<file path="src/rtl/prio_enc_pipe.sv">
// prio_enc_pipe: registered N-input priority encoder with a pending-request
// store and a valid/ready output port.
//
// Request pulses are merged into a pending vector and emitted one index per
// accepted transfer, highest priority first. Nothing is lost while the
// output is stalled.
//
// Build option: define PRIO_ENC_RR_EN for round-robin priority. Leave it
// undefined for fixed MSB-first priority. Ports and reset values are the
// same in both builds.
//
// Handshake: out_idx is transferred on a rising clk edge where out_valid
// and out_ready are both high. While out_valid is high and out_ready is
// low, out_idx and out_valid hold. out_valid never depends combinationally
// on out_ready.
module prio_enc_pipe #(
  parameter int N = 8,
  localparam int W = $clog2(N)
) (
  input  logic         clk,
  input  logic         rst_n,
  input  logic         en,
  input  logic [N-1:0] req,
  input  logic         out_ready,
  output logic         out_valid,
  output logic [W-1:0] out_idx,
  output logic         collide,
  output logic         busy
);

  logic [N-1:0] pend;
  logic [N-1:0] req_en;
  logic [N-1:0] cand_vec;
  logic [N-1:0] sel_onehot;
  logic [W-1:0] sel;
  logic         sel_found;
  logic         load;

  // Candidates are everything pending plus this cycle's enabled requests.
  always_comb begin
    req_en     = en ? req : '0;
    cand_vec   = pend | req_en;
    load       = (!out_valid || out_ready) && (cand_vec != '0);
    sel_onehot = N'(1) << sel;
  end

`ifdef PRIO_ENC_RR_EN
  logic [W-1:0] ptr;
  logic [W-1:0] probe;

  // Round-robin search: start at ptr and descend, wrapping from 0 to N-1.
  always_comb begin
    sel       = '0;
    sel_found = 1'b0;
    probe     = '0;
    for (int i = 0; i < N; i++) begin
      probe = W'((int'(ptr) + N - i) % N);
      if (!sel_found && cand_vec[probe]) begin
        sel       = probe;
        sel_found = 1'b1;
      end
    end
  end

  // The granted index becomes the lowest priority for the next search.
  always_ff @(posedge clk or negedge rst_n) begin
    if (!rst_n) begin
      ptr <= W'(N - 1);
    end else if (load) begin
      ptr <= (sel == '0) ? W'(N - 1) : sel - 1'b1;
    end
  end
`else
  // Fixed priority: an ascending scan lets the highest set index win.
  always_comb begin
    sel       = '0;
    sel_found = 1'b0;
    for (int i = 0; i < N; i++) begin
      if (cand_vec[i]) begin
        sel       = W'(i);
        sel_found = 1'b1;
      end
    end
  end
`endif

  // Pending store: the selected bit is cleared when it moves into the
  // output register, so a request captured in its own grant cycle is
  // granted exactly once.
  always_ff @(posedge clk or negedge rst_n) begin
    if (!rst_n) begin
      pend <= '0;
    end else if (load) begin
      pend <= cand_vec & ~sel_onehot;
    end else begin
      pend <= cand_vec;
    end
  end

  // Output register: load a new index, drop valid once drained, else hold.
  always_ff @(posedge clk or negedge rst_n) begin
    if (!rst_n) begin
      out_valid <= 1'b0;
      out_idx   <= '0;
    end else if (load) begin
      out_valid <= 1'b1;
      out_idx   <= sel;
    end else if (out_valid && out_ready) begin
      out_valid <= 1'b0;
    end
  end

  // Collision flag: a request landed on a bit that was already pending.
  always_ff @(posedge clk or negedge rst_n) begin
    if (!rst_n) begin
      collide <= 1'b0;
    end else begin
      collide <= |(req_en & pend);
    end
  end

  // Busy while anything is pending or still waiting at the output.
  always_comb begin
    busy = (|pend) || out_valid;
  end

  // sel_found only qualifies the search; load already covers the empty case.
  logic unused_found;
  always_comb begin
    unused_found = sel_found;
  end

endmodule

</file>
<file path="config.mk">
export PLATFORM = sky130hd
export DESIGN_NAME = prio_enc_pipe
export DESIGN_NICKNAME = d
export VERILOG_FILES = /design/src/rtl/prio_enc_pipe.sv
export SDC_FILE = /design/constraint.sdc
export NUM_CORES = 1
export LEC_CHECK = 0
export ABC_AREA = 1
export CORE_MARGIN = 2
export CORE_UTILIZATION = 51
export DETAILED_ROUTE_END_ITERATION = 10
export PLACE_DENSITY_LB_ADDON = 0.08
export SYNTH_ARGS = -nofsm -noshare
export SYNTH_HDL_FRONTEND = slang
export SYNTH_SLANG_ARGS = --single-unit
</file>
<file path="constraint.sdc">
create_clock -name clk -period 3.4 [get_ports clk]
set_clock_uncertainty 0.1 [all_clocks]
set_input_delay 0.34 -clock clk [delete_from_list [all_inputs] [get_ports clk]]
set_output_delay 0.34 -clock clk [all_outputs]
set_load 0.01 [all_outputs]
</file>
Word level (Yosys, flattened, before mapping)
Index checks and enable logic that the tools add are counted.
{ "totals": {"reg_bits": 13, "latchBits": 0, "ram_bits": 0, "rom_bits": 0, "elab_cells": 29, "n_memories": 0} }
{ "classes": {"addsub": 0, "multipliers": 0, "div_mod_pow": 0, "n_lt_le_gt_ge": 0, "n_eq_ne": 0, "shifts": 1, "muxes": 11, "n_bitwise": 4, "reduce_logical": 9} }
{ "ops": {"columns": ["op", "n"], "rows": [
  ["2-to-1 mux 3 bit", 6],
  ["bitwise AND 8 bit", 2],
  ["2-to-1 mux 8 bit", 2],
  ["OR reduction 8 bit", 2],
  ["inverter 8 bit", 1],
  ["OR 8 bit", 1],
  ["nonzero test 8 bit", 1],
  ["left shift 1 x 3 -> 8 bit, first input constant", 1],
  ["2-to-1 mux 1 bit", 3],
  ["logical AND 1 bit", 2],
  ["logical OR 1 bit", 2],
  ["nonzero test 2 bit", 1],
  ["zero test 1 bit", 1]
]} }

Logic depth before layout (Yosys ltp)
Gate-level depths: netlist of the first run.
{ "logic_depth": {"word_depth": 13, "depth_mapped": 11} }

Least setup slack after synthesis of the first run
No wires, ideal clock.
{ "synth_path": {"path_type": "input port to flip-flop", "startpoint": "input en", "endpoint": "register out_idx[2]", "setup_ns": 0.127, "arrival_ns": 1.115, "t_required_ns": 3.173, "setup_slack_ns": 2.058, "path_stages": 9, "n_path_buf": 1, "cell_sequence": "buf_6 -> nand2_4 -> nand2_2 -> inv_2 -> nand2_2 -> nor2_4 -> inv_2 -> o21ai_4 -> o21ai_0"} }
{ "synth_via": {"elab_chain_cells": 7, "elab_cells_between_ends": 9, "classes_between": "6 x mux; 1 x bitwise; 2 x reduce/logical"} }
{ "synth_lines": {"columns": ["item", "line", "text"], "rows": [
  ["from (decl)", "22", "input logic en,"],
  ["2-to-1 mux 8 bit (*)", "41", "req_en = en ? req : '0;"],
  ["OR 8 bit (*)", "42", "cand_vec = pend | req_en;"],
  ["2-to-1 mux 3 bit (5 in series)", "79", "if (cand_vec[i]) begin"],
  ["to (signal assigned)", "107", "out_idx <= sel;"],
  ["to (decl)", "26", "output logic [W-1:0] out_idx,"]
]} }
Every way passes the cells marked *; elsewhere a longest branch is shown, timed or not.
A chain may end at the register's enable or synchronous reset.

Final worst setup path of the first run
{ "layout_path": {"startpoint": "register pend[4]", "endpoint": "output busy"} }
{ "layout_via": {"elab_chain_cells": 2} }
{ "layout_lines": {"columns": ["item", "line", "text"], "rows": [
  ["from (decl)", "31", "logic [N-1:0] pend;"],
  ["from (signal assigned)", "94", "pend <= cand_vec & ~sel_onehot;"],
  ["from (signal assigned)", "96", "pend <= cand_vec;"],
  ["OR reduction 8 bit", "124", "busy = (|pend) || out_valid;"],
  ["logical OR 1 bit", "124", null],
  ["to (decl)", "28", "output logic busy"]
]} }
No other way between the ends.

==> results of run 1 <==
[registers in the layout, summed over array words and instances, names as in the netlist]
signal	count
out_valid	1
pend	8
collide	1
out_idx	3
[critical path: stages, from the launching register on]
cell	delay, ps
dfrtp_1	400
nor4_1	350
nand3_1	110
clkdlybuf4s50_1	490
[cells in the mapped netlist]
library cell / number
nand2_4: 1
o211ai_1: 1
nor2_1: 10
buf_6: 1
o21ai_4: 1
nor2_2: 1
nand3_1: 3
o22ai_1: 3
nand2_2: 9
a21oi_1: 4
inv_1: 18
inv_2: 5
nor4_1: 2
a21boi_1: 1
nand4_1: 1
o21ai_0: 1
dfrtp_1: 13
nor2_4: 1
a31oi_1: 2
nand2_1: 25
o21ai_1: 1
[cells by family after synthesis]
family | count (synthesis) | share of synthesized area
AND/OR/NAND/NOR | 53 | 0.327
buffers and inverters | 24 | 0.127
AO/OA/AOI/OAI | 14 | 0.121
flip-flops | 13 | 0.425
[worst max-delay path by stage]
stage | start | endpoint | slack [ps] | cells past startpoint
6_report | pend[4] | busy | 1350 | 3
2_1_floorplan | en | out_idx[2] | 2060 | 9
3_3_place_gp | en | pend[3] | 1340 | 10
5_1_grt | pend[4] | busy | 1270 | 3
3_5_place_dp | en | pend[2] | 1300 | 10
4_1_cts | pend[4] | busy | 1310 | 3
[per-layer routing]
layer	vias up	GRT usage	wire length, um
li1	366	-	-
met1	289	0.245	743
met2	16	0.348	755
met3	4	0.0213	61
met4	0	0.106	24
met5	-	0	0
[where the power goes]
group / internal (W) / switching [W]
combinational: 0.0000390 / 0.0000505
sequential: 0.000167 / 0.00000678
clock: 0.0000455 / 0.0000476
[stage by stage]
step                setup slack [ps]  power (W)
global placement                1340   0.000264
CTS                             1310   0.000361
detailed placement              1300   0.000266
finish                          1350   0.000357
global route                    1270   0.000383
floorplan                       2060   0.000229
[layout make-up]
| cell class | count | area, um2 |
|---|---|---|
| Clock buffer | 4 | 26.3 |
| Multi-Input combinational cell | 67 | 343 |
| Inverter | 23 | 86.3 |
| Tap cell | 15 | 18.8 |
| Timing Repair Buffer | 17 | 170 |
| Sequential cell | 13 | 325 |
| Fill cell | 105 | 380 |
[placed cells by master, fill, tap and decap left out]
master           count
nand2_1             25
inv_1               18
clkdlybuf4s50_1     17
dfrtp_1             13
nor2_1              10
nand2_2              9
inv_2                5
a21oi_1              4
nand3_1              3
o22ai_1              3
clkbuf_4             3
a31oi_1              2
nor4_1               2
nand2_4              1
nor2_4               1
nor2_2               1
nand4_1              1
a21boi_1             1
o211ai_1             1
o21ai_4              1
o21ai_1              1
o21ai_0              1
clkbuf_1             1
==> qor.csv, run 1 <==
stage;metric;value;unit
run_status;status;completed;
die;total die area;0.00183;mm2
timing;count of final max-slew check failures;0;
clock_tree;clock slew at reported path FFs;80;ps
clock_tree;maximum buffer depth of the clock tree;2;
global_routing;antenna violations before repair;0;
power;leak pwr;0.497;nW
timing;transition time at the pin with the least slew margin;585;ps
routing;vias per cell;4.86;
timing;fin crit share;0.604;
timing;Setup TNS;0;ps
setup_path;FF-to-FF End;out_idx[2];
setup_path;FF-to-FF Start;pend[7];
setup_path;crit start category;register;
timing;# setup viols final;0;
clock_tree;CTS buffer count;3;
place;I/O Buffers;17;
clock_tree;latest clock arrival within the worst-skew pair;270;ps
timing;Fmax achieved;487;MHz
final_layout;layout cell share with drive strength beyond 1;0.169;
setup_path;element type at the critical path end;output port;
clock_tree;CTS H-tree depth;1;
routing;DR DRC count;0;
setup_path;Worst EP arrival;1610;ps
routing;antenna viol nets, final;0;
global_routing;first-pass GRT wire length;2780;um
power;worst vdd ir;0.249;mV
logic_synthesis;area leader, netlist;dfrtp_1;
die;Starting Density;0.567;
global_routing;largest net degree at the start of global routing;14;
final_layout;Ant. Diodes;0;
logic_synthesis;syn_area_per_cell;7.36;um2
final_layout;design area;970;um2
final_layout;# nets final;137;
place;placed cells;135;
run;max cap viols;0;
final_layout;final cell count without fillers;139;
power;pwr/cell area;368;mW/mm2
setup_path;crit-path max FO;3;
routing;Starting DRT DRC Count;5;
setup_path;Req. time, crit path;2960;ps
clock_tree;Hold Buf Count CTS;0;
global_routing;GRT Util Overall;0.202;
timing;Fin. Hold Viols;0;
logic_synthesis;Seq/Total Area, Yosys;0.425;
die;Core Box Area;0.00135;mm2
logic_synthesis;Yosys top cell area share;0.425;
timing;RSZ-0062 raised after global routing;false;
place;DP HPWL;1280;um
setup_path;Worst R2R Path Depth;9;
die;Die X;42.8;um
routing;per-cell routed wire length;11.4;um
worst_hold_path;Hold Crit Class;primary input to async pin;
routing;vias;675;
global_routing;grt ovf;0;
timing;Tmin final;2050;ps
clock_tree;Root Buffer;clkbuf_4;
final_layout;post-layout util;0.718;
logic_synthesis;post-synthesis cell area;766;um2
clock_tree;CTS tree;yes;
clock_tree;clock sinks;13;
logic_synthesis;syn_nets;116;
place;placed cell areas;943;um2
place;gpl congestion;0.821;
global_routing;number of global-route vias before repair;705;
clock_tree;Setup Buffers After CTS;0;
setup_path;Worst R2R Setup Slack;1990;ps
final_layout;Area growth, synth to finish;26.6;%
timing;Max-Slew Margin vs Limit;0.609;
logic_synthesis;top cells by area, synth;dfrtp_1 42%, nand2_1 12%, inv_1 8.8%;
die;Ports;18;
clock_tree;CTS resizes;0;
logic_synthesis;synthesis-stage register bit count;13;
die;DIE HEIGHT;42.8;um
die;# rows;13;
routing;WL final;1580;um
setup_path;Setup CP Type;register to output port;
logic_synthesis;Mapped Cells;104;
logic_synthesis;number of synthesis warnings;0;
timing;Fin Hold WS;332;ps
logic_synthesis;Unique masters post-synth;21;
routing;Pre-antenna DRT Iters;4;
(Power assumes the default switching activity.)
==> run 2, diff against run 1 <==
--- a/config.mk
+++ b/config.mk
@@ -7,7 +7,7 @@
 export LEC_CHECK = 0
 export ABC_AREA = 1
 export CORE_MARGIN = 2
-export CORE_UTILIZATION = 51
+export CORE_UTILIZATION = 43
 export DETAILED_ROUTE_END_ITERATION = 10
 export PLACE_DENSITY_LB_ADDON = 0.08
 export SYNTH_ARGS = -nofsm -noshare
==> constraint.sdc (replaced) <==
create_clock -name clk -period 1.8 [get_ports clk]
set_clock_uncertainty 0.1 [all_clocks]
set_input_delay 0.18 -clock clk [delete_from_list [all_inputs] [get_ports clk]]
set_output_delay 0.18 -clock clk [all_outputs]
set_load 0.01 [all_outputs]
==> run 2 against run 1 <==
Clock-buffer cell count did not move. Via count rose by 3.9%. Total power rose by 91%. Sequential share of layout area fell by 1.0 points. Critical path depth did not move. Sequential power rose by 90%. Wire length rose by 7.0%.
==> qor.csv, run 2 (synthesis gave the netlist of run 1 again) <==
stage;metric;value;unit;change
final_layout;layout cell share with drive strength beyond 1;0.192;;+0.0226
timing;# setup viols final;0;;unchanged
final_layout;Area growth, synth to finish;30.7;%;
setup_path;Crit path largest cell delay;410;ps;-80 ps
power;leak pwr;0.500;nW;+0.60%
setup_path;Setup CP Type;register to output port;;
final_layout;most frequent cells in the layout;25 x nand2_1, 18 x inv_1, 16 x clkdlybuf4s50_1, 13 x dfrtp_1, 10 x nor2_1;;
clock_tree;CTS H-tree depth;1;;unchanged
power;cell-internal power;0.000477;W;+90%
timing;Fmax achieved;598;MHz;
die;DIE HEIGHT;46.2;um;+8.1%
final_layout;# nets final;138;;+0.73%
routing;antenna viol nets, final;0;;unchanged
clock_tree;latest clock arrival within the worst-skew pair;270;ps;about the same
die;Die X;46.2;um;+8.1%
power;Switching Share;0.299;;+0.00505
power;switching power total;0.000204;W;+94%
run;max cap viols;0;;unchanged
final_layout;max reg flops;8;;unchanged
run_status;status;completed;;
routing;WL final;1700;um;+7.0%
routing;per-cell routed wire length;11.3;um;-0.84%
global_routing;largest net degree at the start of global routing;14;;unchanged
clock_tree;maximum buffer depth of the clock tree;2;;unchanged
final_layout;Ant. Diodes;0;;unchanged
power;combinational share of power;0.252;;about the same
setup_path;worst-path cell chain;nor4_2 > nand3_1 > dlygate4sd2_1;;
timing;RSZ-0062 raised after global routing;false;;
setup_path;Worst EP arrival;1390;ps;-220 ps
power;clock network fraction of total power;0.262;;about the same
routing;DR DRC count;0;;unchanged
routing;vias per cell;4.67;;-3.8%
die;Core Box Area;0.00171;mm2;+27%
setup_path;element type at the critical path end;output port;;
clock_tree;Root Buffer;clkbuf_4;;
worst_hold_path;Hold Crit Class;primary input to async pin;;
setup_path;Req. time, crit path;1520;ps;-1440 ps
power;pwr/cell area;681;mW/mm2;+85%
timing;fin crit share;0.929;;
die;total die area;0.00213;mm2;+17%
clock_tree;CTS buffer count;3;;unchanged
routing;Pre-antenna DRT Iters;3;;-1
die;Ports;18;;unchanged
setup_path;crit-path max FO;3;;unchanged
clock_tree;clock slew at reported path FFs;80;ps;about the same
timing;Fin. Hold Viols;0;;unchanged
power;worst vdd ir;0.397;mV;+59%
setup_path;critical path buffer and inverter count;1;;unchanged
timing;Max-Slew Margin vs Limit;0.626;;+0.0177
place;DP HPWL;1310;um;+2.3%
setup_path;Crit-path slowest cell;dfrtp_1;;
global_routing;first-pass GRT wire length;2770;um;-0.50%
timing;Tmin final;1670;ps;
timing;transition time at the pin with the least slew margin;559;ps;-26.4 ps
global_routing;number of global-route vias before repair;688;;-2.4%
global_routing;antenna violations before repair;0;;unchanged
routing;vias;701;;+3.9%
final_layout;biggest regs;pend (8), out_idx (3);;
setup_path;crit start category;register;;
timing;Setup TNS;0;ps;unchanged
die;Starting Density;0.448;;-0.119
final_layout;Fillers;170;;+62%
final_layout;most common cell after layout, fill and taps aside;nand2_1;;
place;gpl congestion;0.846;;+3.0%
setup_path;cell family contributing the most delay on the critical path;simple AND/OR/NAND/NOR gates;;
final_layout;post-layout util;0.586;;-0.132
clock_tree;clock sinks;13;;unchanged
final_layout;register with the highest flop count;pend;;
power;Flop pwr share;0.485;;-0.003
place;I/O Buffers;17;;unchanged
global_routing;GRT Util Overall;0.182;;-0.0200
clock_tree;CTS tree;yes;;
timing;count of final max-slew check failures;0;;unchanged
timing;Fin Hold WS;164;ps;-169 ps
die;# rows;15;;+2
global_routing;grt ovf;0;;unchanged
routing;Starting DRT DRC Count;7;;+2
==> run 2: cell count changes in the layout (fill, tap and decap cells not counted) <==
cell / delta
buf_4: +1
nor4_2: +2
clkdlybuf4s50_1: -1
nor4_1: -2
dlygate4sd2_1: +1
==> run 2: final cells by class <==
class,count,area [um2],share of cell area
multi-input combinational,67,355,0.355
clock buffer,4,26.3,0.0263
inverter,23,86.3,0.0863
tap,25,31.3,0.0313
sequential,13,325,0.325
timing repair buffer,18,176,0.176
==> run 2: stage by stage <==
step	power [W]	cell area (um2)	cells	setup WS (ps)
after floorplan	0.000433	766	104	536
after global placement	0.000504	963	146	25.3
after detailed placement	0.000505	963	146	22.5
after CTS	0.000689	1000	150	101
after global routing	0.000725	1000	150	40.7
final	0.000681	1000	150	128
==> run 2: final timing paths <==
kind / from / end / slack [ps] / cells after the start
worst min register to register: out_idx[0] / out_idx[0] / 400 / 2
worst max register to register: pend[2] / pend[3] / 330 / 8
max in group asynchronous: rst_n / pend[2] / 1070 / 1
worst min-delay path: rst_n / pend[6] / 160 / 1
min in group clk: out_idx[0] / out_idx[0] / 400 / 2
worst max-delay path: pend[4] / busy / 130 / 3
==> run 2: power groups by stage <==
stage | clock, W | sequential (W) | combinational [W]
after floorplan | 0 | 0.000338 | 0.0000951
after global placement | 0 | 0.000334 | 0.000169
after detailed placement | 0 | 0.000335 | 0.000170
after CTS | 0.000184 | 0.000331 | 0.000173
after global routing | 0.000196 | 0.000335 | 0.000194
final | 0.000179 | 0.000331 | 0.000172
==> run 2: worst register-to-register path: stages, from the launching register on <==
cell and delay, ps:
dfrtp_1 420, a21oi_1 230, nand2_1 80, nand2_1 70, nand2_1 50, nand2_1 110, nand2_1 60, nand2_1 140
a21oi_1 100
==> run 2: repair_timing <==
item,4_1_cts,5_1_grt
buffers inserted,0,0
hold buffers,0,0
resized for setup,3,0
setup endpoints to repair,1,0
==> run 2: routing by layer <==
layer	vias up	wire length, um	global-route usage
met3	2	72	0.0431
met2	14	835	0.303
met4	0	10	0.0571
met5	-	0	0
met1	320	776	0.233
li1	365	-	-
==> run 3, diff against run 2 <==
--- a/config.mk
+++ b/config.mk
@@ -7,7 +7,7 @@
 export LEC_CHECK = 0
 export ABC_AREA = 1
 export CORE_MARGIN = 2
-export CORE_UTILIZATION = 43
+export CORE_UTILIZATION = 47
 export DETAILED_ROUTE_END_ITERATION = 10
 export PLACE_DENSITY_LB_ADDON = 0.08
 export SYNTH_ARGS = -nofsm -noshare
==> constraint.sdc (replaced) <==
create_clock -name clk -period 1.74 [get_ports clk]
set_clock_uncertainty 0.1 [all_clocks]
set_input_delay 0.174 -clock clk [delete_from_list [all_inputs] [get_ports clk]]
set_output_delay 0.174 -clock clk [all_outputs]
set_load 0.01 [all_outputs]
==> run 3 against run 2 <==
Via count is 2.1% lower. Final cell count decreased by 2.7%. Die area decreased by 7.8%. Sequential power rose by 4%. Cell area rose by 2.8%.
==> qor.csv, run 3 (synthesis gave the netlist of run 1 again) <==
stage;metric;value;unit;change
run_status;status;completed;;
routing;vias per cell;4.70;;+0.54%
final_layout;design area;0.00103;mm2;+2.8%
final_layout;layout cell share with drive strength beyond 1;0.223;;+0.0311
power;Switching Share;0.303;;+0.00388
clock_tree;Hold Buf Count CTS;0;;unchanged
place;worst slack at placement;-33.1;ps;-55.5 ps
place;placed cells;142;;-2.7%
place;I/O Buffers;17;;unchanged
global_routing;GRT busiest layer;met2;;
die;# rows;14;;-1
setup_path;Worst R2R Setup Slack;340;ps;about the same
place;DP HPWL;1250;um;-4.1%
setup_path;Req. time, crit path;1470;ps;-50 ps
timing;count of final max-slew check failures;0;;unchanged
global_routing;number of global-route vias before repair;666;;-3.2%
global_routing;GRT Util Overall;0.195;;+0.0128
final_layout;post-layout util;0.675;;+0.0888
clock_tree;CTS tree;yes;;
die;Die X;44.4;um;-4.0%
power;worst vdd ir;0.535;mV;+35%
power;Flop pwr share;0.468;;-0.017
clock_tree;clock slew at reported path FFs;80;ps;about the same
worst_hold_path;Hold Crit Class;primary input to async pin;;
timing;Fmax achieved;612;MHz;
timing;transition time at the pin with the least slew margin;602;ps;+43.0 ps
clock_tree;maximum buffer depth of the clock tree;2;;unchanged
die;Ports;18;;unchanged
setup_path;worst-path cell chain;nor4_2 > nand3_1 > clkdlybuf4s15_1;;
setup_path;Crit path largest cell delay;400;ps;about the same
power;clock network fraction of total power;0.266;;+0.004
routing;vias;686;;-2.1%
setup_path;FF-to-FF End;pend[4];;
setup_path;Crit-path slowest cell;dfrtp_1;;
global_routing;GR Layer Usage met1;0.258;;+0.0251
final_layout;register with the highest flop count;pend;;
setup_path;element type at the critical path end;output port;;
power;pwr/cell area;712;mW/mm2;+4.6%
final_layout;biggest regs;pend (8), out_idx (3);;
setup_path;Worst setup endpoint;busy;;
power;combinational share of power;0.266;;+0.014
power;leak pwr;0.527;nW;+5.4%
power;cell-internal power;0.000510;W;+6.8%
timing;# setup viols final;0;;unchanged
clock_tree;CTS H-tree depth;1;;unchanged
run;max cap viols;0;;unchanged
routing;Pre-antenna DRT Iters;2;;-1
setup_path;crit-path max FO;2;;-1
setup_path;crit start category;register;;
setup_path;Worst EP arrival;1360;ps;-30 ps
global_routing;grt ovf;0;;unchanged
die;DIE HEIGHT;44.4;um;-4.0%
global_routing;antenna violations before repair;0;;unchanged
timing;RSZ-0062 raised after global routing;false;;
final_layout;most common cell after layout, fill and taps aside;nand2_1;;
global_routing;met3 Resource Use GR;0.0367;;-0.00640
timing;Setup TNS;0;ps;unchanged
clock_tree;Root Buffer;clkbuf_4;;
place;gpl congestion;0.814;;-3.8%
final_layout;final cell count without fillers;146;;-2.7%
final_layout;max reg flops;8;;unchanged
power;switching power total;0.000222;W;+8.8%
timing;final worst slack;106;ps;-22.6 ps
timing;Tmin final;1630;ps;
global_routing;GR Layer Usage met2;0.291;;-0.0116
global_routing;first-pass GRT wire length;2700;um;-2.2%
place;placed cell areas;990;um2;+2.7%
clock_tree;latest clock arrival within the worst-skew pair;290;ps;+20 ps
clock_tree;CTS buffer count;3;;unchanged
timing;fin crit share;0.939;;
final_layout;Area growth, synth to finish;34.3;%;
setup_path;beginning of the critical path;pend[0];;
clock_tree;clock sinks;13;;unchanged
timing;Max-Slew Margin vs Limit;0.598;;-0.0288
timing;Fin. Hold Viols;0;;unchanged
setup_path;Worst R2R Path Depth;8;;unchanged
die;Starting Density;0.502;;+0.0541
setup_path;FF-to-FF Start;pend[2];;
routing;antenna viol nets, final;0;;unchanged
routing;Starting DRT DRC Count;5;;-2
final_layout;Ant. Diodes;0;;unchanged
routing;DR DRC count;0;;unchanged
final_layout;# nets final;143;;+3.6%
routing;per-cell routed wire length;10.9;um;-3.6%
die;total die area;0.00197;mm2;-7.8%
die;Core Box Area;0.00152;mm2;-11%
setup_path;Setup CP Type;register to output port;;
final_layout;most frequent cells in the layout;25 x nand2_1, 18 x inv_1, 16 x clkdlybuf4s50_1, 13 x dfrtp_1, 10 x nor2_1;;
global_routing;largest net degree at the start of global routing;14;;unchanged
routing;WL final;1590;um;-6.2%
[run 3: what timing repair did]
item / in CTS / in global routing
pin swaps: 1 / 2
endpoints found under the hold margin: 0 / 0
endpoints found under the setup margin: 1 / 1
cloned: 0 / 0
gates resized for setup: 3 / 1
buffers inserted: 0 / 0
[run 3: routing by layer]
| metal | vias to the layer above | wire length [um] |
|---|---|---|
| met3 | 5 | 69 |
| met5 | - | 0 |
| met1 | 296 | 794 |
| li1 | 372 | - |
| met4 | 0 | 43 |
| met2 | 13 | 683 |
[run 3: how the worst min path moves through the flow]
stage | slack [ps] | endpoint | startpoint | cells past startpoint
5_1_grt | 230 | pend[4] | rst_n | 1
2_1_floorplan | -220 | collide | rst_n | 0
3_3_place_gp | 370 | out_idx[0] | out_idx[0] | 2
6_report | 160 | pend[7] | rst_n | 1
3_5_place_dp | 370 | out_idx[0] | out_idx[0] | 2
4_1_cts | 180 | pend[7] | rst_n | 1
[run 3: power by group through the flow]
stage	Clock [W]	Sequential, W	Combinational, W
6_report	0.000195	0.000343	0.000195
5_1_grt	0.000213	0.000346	0.000219
4_1_cts	0.000205	0.000343	0.000197
3_5_place_dp	0	0.000347	0.000195
3_3_place_gp	0	0.000346	0.000193
2_1_floorplan	0	0.000349	0.0000983
[run 3: final cells by class]
| class | count | area [um2] |
|---|---|---|
| clock buffer | 4 | 26.3 |
| fill | 128 | 495 |
| inverter | 23 | 86.3 |
| multi-input combinational | 67 | 355 |
| sequential | 13 | 325 |
| tap | 16 | 20.0 |
| timing repair buffer | 23 | 215 |
[run 3: critical path: cells and delay by family, from the launching register on]
family	cells	cell delay, ps
buffers and inverters	1	240
DFF	1	400
and+or+nand+nor	2	440
[run 3: metrics by stage]
stage               total power [W]  hold WS (ps)
CTS                        0.000745           182
global placement           0.000539           374
floorplan                  0.000448          -222
detailed placement         0.000542           374
finish                     0.000732           162
global route               0.000779           232
==> patch 1, RTL diff (settings of run 2) <==
Change the parameter `N` from 8 to 16.
--- a/src/rtl/prio_enc_pipe.sv
+++ b/src/rtl/prio_enc_pipe.sv
@@ -15,5 +15,5 @@
 // on out_ready.
 module prio_enc_pipe #(
-  parameter int N = 8,
+  parameter int N = 16,
   localparam int W = $clog2(N)
 ) (
Interface: changed (resized out_idx and req); port bits go from 18 to 27. No check against the original RTL was run, so the function may have changed too.
==> patch 1 against run 2 <==
  * Cell area is 130% higher
  * Die area rose by 78%
  * Sequential cell count rose by 9
  * Synthesized area increased by 86%
  * Power is 130% higher
  * Setup slack worse by 0.40 ns
  * Hold slack got worse by 0.066 ns
  * Global-route usage rose by 7.0 points
  * Routed wire length rose to 2.7 times the old value
  * The flow now finishes with violations (setup timing)
  * Largest power group is now combinational cells
==> patch 1: results (changes against run 2) <==
Critical path
  – Crit Path Max Fanout: 5 (was 3)
  – Crit path to: pend[12] (was busy)
  – R2r worst-path depth: 12 (was 8)
  – Top delay family on crit path: compound AO/OA/AOI/OAI gates (was simple AND/OR/NAND/NOR gates)
  – Setup Crit Path Kind: reg -> reg (was reg -> out)
  – Worst Path Arrival: 2.20 ns (was 1.39 ns)

Layout
  – Non-clk buf share: 0.2928 (was 0.1762)
  – Final net count: 278 (was 138)
  – Biggest regs: pend (16), out_idx (4) (was pend (8), out_idx (3))
  – Inverter count: 32 (was 23)
  – Clkbuf count: 3 (was 4)
  – Multi-input gate area: 895.9 um2 (was 355.3 um2)
  – Share of cells above drive strength 1: 0.4727 (was 0.1920)
  – Seq area share: 0.2365 (was 0.3250)

Run status
  – Failing checks: setup timing
  – Run status: complete, but fails checks (was finished, final reports clean)

Detailed routing
  – Drt first pass iters: 5 (was 3)
  – Vias: 1538 (was 701)
  – Detailed Route Iter0 Violations: 84 (was 7)
  – Via density per instance: 5.127 (was 4.673)
  – WL final: 4648 um (was 1695 um)

Clock network
  – Resize count post-CTS: 36 (was 3)
  – Worst-path clk slew: 0.13 ns (was 0.08 ns)

Synthesis
  – Library cells used by synthesis: 30 (was 21)
  – Register area share after synthesis: 0.3860 (was 0.4248)
  – Synth cell count leaders: 37 x nand2_1, 22 x dfrtp_1, 22 x inv_1, 19 x nand3_1, 9 x nor2_1 (was 25 x nand2_1, 18 x inv_1, 13 x dfrtp_1, 10 x nor2_1, 9 x nand2_2)
  – Syn nets: 198 (was 116)

Pwr
  – LEAKAGE: 0.9637 nW (was 0.5002 nW)
  – Maximum VDD drop: 0.4823 mV (was 0.3973 mV)
  – Power Density: 680.4 nW/um2 (was 680.6 nW/um2)

Timing
  – Final setup margin: -0.2707 ns (was 0.1284 ns)
  – Setup Viol. Count Final: 18 (was 0)
  – Worst-Margin Slew: 0.3588 ns (was 0.5585 ns)
  – Hold_ws: 0.09802 ns (was 0.1639 ns)

Placed design
  – Post-DP HPWL: 3254 um (was 1307 um)
  – Cells after DPL: 287 (was 146)
  – Port Buf Inserts: 26 (was 17)
  – Cell Area, Placed: 2043 um2 (was 963.4 um2)
  – Pre-CTS WS: -0.7597 ns (was 0.02247 ns)

Global routing
  – Largest net degree at the start of global routing: 23 (was 14)
  – Vias in the first global route: 1554 (was 688)
patch 1: changes by cell type after synthesis, moves of 3 or more:
| cell | before | now |
|---|---|---|
| nand2_2 | 9 | 6 |
| o22ai_1 | 3 | 0 |
| a21oi_2 | 0 | 7 |
| nand3_1 | 3 | 19 |
| inv_1 | 18 | 22 |
| nand4_1 | 1 | 7 |
| inv_2 | 5 | 8 |
| nand2_1 | 25 | 37 |
| dfrtp_1 | 13 | 22 |
| a21oi_4 | 0 | 4 |
patch 1: cell families after synthesis:
family,Yosys count,share of synthesized area
buf+inv,35,0.1053
simple gates,94,0.3535
flops,22,0.3860
compound gates,27,0.1553
patch 1: layer usage:
metal	global-route usage	vias up	part of all wire
met3	0.03151	17	0.042
li1	-	739	-
met5	0	-	0
met4	0.1003	0	0.032
met1	0.3119	736	0.42
met2	0.4436	46	0.51
patch 1: where the power goes:
part           switching [mW]  internal (mW)
clock                   0.162         0.0786
sequential             0.0645          0.549
combinational           0.379          0.355
total                   0.605          0.982
==> patch 2, RTL diff (flow settings as in run 2) <==
Without the edit above. Build with the macro `PRIO_ENC_RR_EN` defined.
--- a/src/rtl/prio_enc_pipe.sv
+++ b/src/rtl/prio_enc_pipe.sv
@@ -14,4 +14,6 @@
 // low, out_idx and out_valid hold. out_valid never depends combinationally
 // on out_ready.
+`define PRIO_ENC_RR_EN
+
 module prio_enc_pipe #(
   parameter int N = 8,
Formal check against the unedited RTL: not equivalent (Yosys sat finds a counterexample within 4 cycles, from zero or initial values and one cycle with rst_n low).
==> patch 2 against run 2 <==
  * The flow now finishes with violations (setup timing)
  * Sequential share of layout area is 17 points lower
  * Count of clock-buffer cells in the layout stayed put
  * Cell area grew to 2.5 times the old value
  * Register-to-register slack worse by 1.1 ns
  * Synthesized cell count is 130% higher
  * Sequential cell count is 3 higher
  * Synthesized area is 120% higher
  * Setup slack worse by 0.94 ns
  * Routed wire length grew to 2.9 times the old value
Power is not shown: default switching activity piles up to over one toggle a cycle in this logic, so the estimate is an artifact.
==> patch 2: results (changes against run 2) <==
Run status
  – Run status: complete, but fails checks (was finished, final reports clean)
  – Failing checks: setup timing

Run
  – Max-cap violation count: 0 (unchanged)

Clock network
  – Root buf cell: clkbuf_8 (was clkbuf_4)
  – CTS buffer count: 3 (unchanged)
  – Maximum clock insertion buffer count: 2 (unchanged)
  – Worst-skew pair later-pin latency: 0.25 ns (was 0.27 ns)
  – Worst-path clk slew: 0.06 ns (was 0.08 ns)
  – Htree depth: 1 (unchanged)

Synthesis
  – Register area share after synthesis: 0.2443 (was 0.4248)
  – Number of enable flip-flop cells after synthesis: 0 (unchanged)
  – YS warnings: 0 (unchanged)
  – Syn nets: 258 (was 116)
  – Library cells used by synthesis: 34 (was 21)
  – Top post-synthesis cells by area: dfrtp_1 20%, nand2_1 17%, nand3_1 12% (was dfrtp_1 42%, nand2_1 12%, inv_1 8.8%)
  – Synth cell count leaders: 75 x nand2_1, 40 x nand3_1, 22 x inv_1, 13 x dfrtp_1, 11 x nand3_2 (was 25 x nand2_1, 18 x inv_1, 13 x dfrtp_1, 10 x nor2_1, 9 x nand2_2)
  – Share of synthesized registers carrying an async set or reset: 1.000 (unchanged)

Layout
  – Biggest regs: pend (8), out_idx (3), ptr (3) (was pend (8), out_idx (3))
  – Final net count: 339 (was 138)
  – Share of cells above drive strength 1: 0.4037 (was 0.1920)
  – Diodes inserted: 0 (unchanged)

Global routing
  – Vias in the first global route: 1904 (was 688)
  – Largest net degree at the start of global routing: 15 (was 14)
  – Grt met3 use: 0.04259 (was 0.04314)
  – Met1 Use GR: 0.3435 (was 0.2327)
  – First-pass GRT wire length: 8480 um (was 2766 um)
  – GR Util All Layers: 0.2532 (was 0.1823)
  – Initial antenna violation count: 0 (unchanged)
  – Aggregate global routing overflow: 0 (unchanged)
  – Met2 usage: 0.4003 (was 0.3028)

Detailed routing
  – Drt first pass iters: 4 (was 3)
  – Via density per instance: 5.157 (was 4.673)
  – Detailed Route Iter0 Violations: 85 (was 7)
  – Drt wl/cell: 13.35 um (was 11.30 um)

Timing
  – Worst-Margin Slew: 0.3114 ns (was 0.5585 ns)
  – Hold_ws: 0.08708 ns (was 0.1639 ns)
  – Final setup margin: -0.8156 ns (was 0.1284 ns)
  – Setup Viol. Count Final: 14 (was 0)

Critical path
  – R2r worst-path depth: 17 (was 8)
  – R2r startpoint: ptr[0] (was pend[2])
  – Worst Path Arrival: 2.66 ns (was 1.39 ns)
  – Crit Path Max Fanout: 6 (was 3)
  – R2R Path End: pend[7] (was pend[3])

Placed design
  – Final GP Congestion: 0.8834 (was 0.8455)
  – Port Buf Inserts: 17 (unchanged)
  – Post-DP HPWL: 3949 um (was 1307 um)

Min path
  – Hold Crit Class: in -> async (unchanged)
## patch 2: cell count changes in the layout (fill, tap and decap cells not counted), moves of 4 or more
cell             run 2  this run
nand4_1              1         7
nand3_2              0        17
nand3_1              3        32
clkbuf_8             0         4
o21ai_1              1         5
buf_4                1        60
nand2_1             25        71
o21a_1               0         5
nor2_4               1         5
nand3_4              0         4
## patch 2: final cells by class
class	instances	area (um2)
well taps	48	60.06
clock buffers	4	55.05
repair buffers	81	675.6
fillers	318	1140
multi-input cells	193	1239
inverters	28	115.1
flip-flops and latches	16	404.1
## patch 2: how the worst max path moves through the flow
stage	cells after the start	end	from	slack (ns)
3_5_place_dp	17	pend[2]	en	-1.02
2_1_floorplan	19	ptr[2]	ptr[0]	-0.86
4_1_cts	18	ptr[2]	ptr[0]	-0.80
3_3_place_gp	17	pend[2]	en	-0.97
5_1_grt	17	ptr[2]	ptr[0]	-0.98
6_report	17	pend[7]	ptr[0]	-0.82
## patch 2: metal layers
layer	wire length [um]	share of wire
met1	2287	0.46
met4	147	0.030
met5	0	0
met2	2181	0.44
met3	322	0.065
## patch 2: cell families after synthesis
| family | Yosys count | share of synthesized area |
|---|---|---|
| simple gates | 167 | 0.5356 |
| xor+xnor | 2 | 0.01513 |
| fa+ha+maj | 4 | 0.03026 |
| flops | 16 | 0.2443 |
| compound gates | 20 | 0.08019 |
| buf+inv | 33 | 0.09455 |
## patch 2: critical path, stage by stage, from the launching register on
cell	delay [ns]
dfstp_2	0.56
inv_2	0.06
ha_4	0.33
inv_6	0.06
nand3_2	0.08
nand2_2	0.07
nand2_1	0.07
inv_2	0.05
a21oi_2	0.11
buf_4	0.15
inv_4	0.04
nor2_8	0.15
buf_4	0.13
buf_4	0.09
nand4_1	0.07
nand4_1	0.13
nand2_2	0.08
o21a_1	0.17
## patch 2: repair_timing
item | in CTS | in global routing
setup buffers | 4 | 1
endpoints found under the setup margin | 15 | 15
pin swaps | 14 | 3
gates resized for setup | 17 | 4
## patch 2: through the flow
stage          worst slack [ns]    util  TNS (ns)  cell area, um2  std cells
6_report                -0.8156  0.6910    -10.54            2549        370
5_1_grt                 -0.9800  0.6910    -12.58            2549        370
4_1_cts                 -0.8008  0.6856    -10.37            2529        369
3_5_place_dp             -1.016  0.6435    -13.17            2374        361
3_3_place_gp            -0.9663  0.6435    -12.41            2374        361
2_1_floorplan           -0.8647       -    -10.19            1737        242
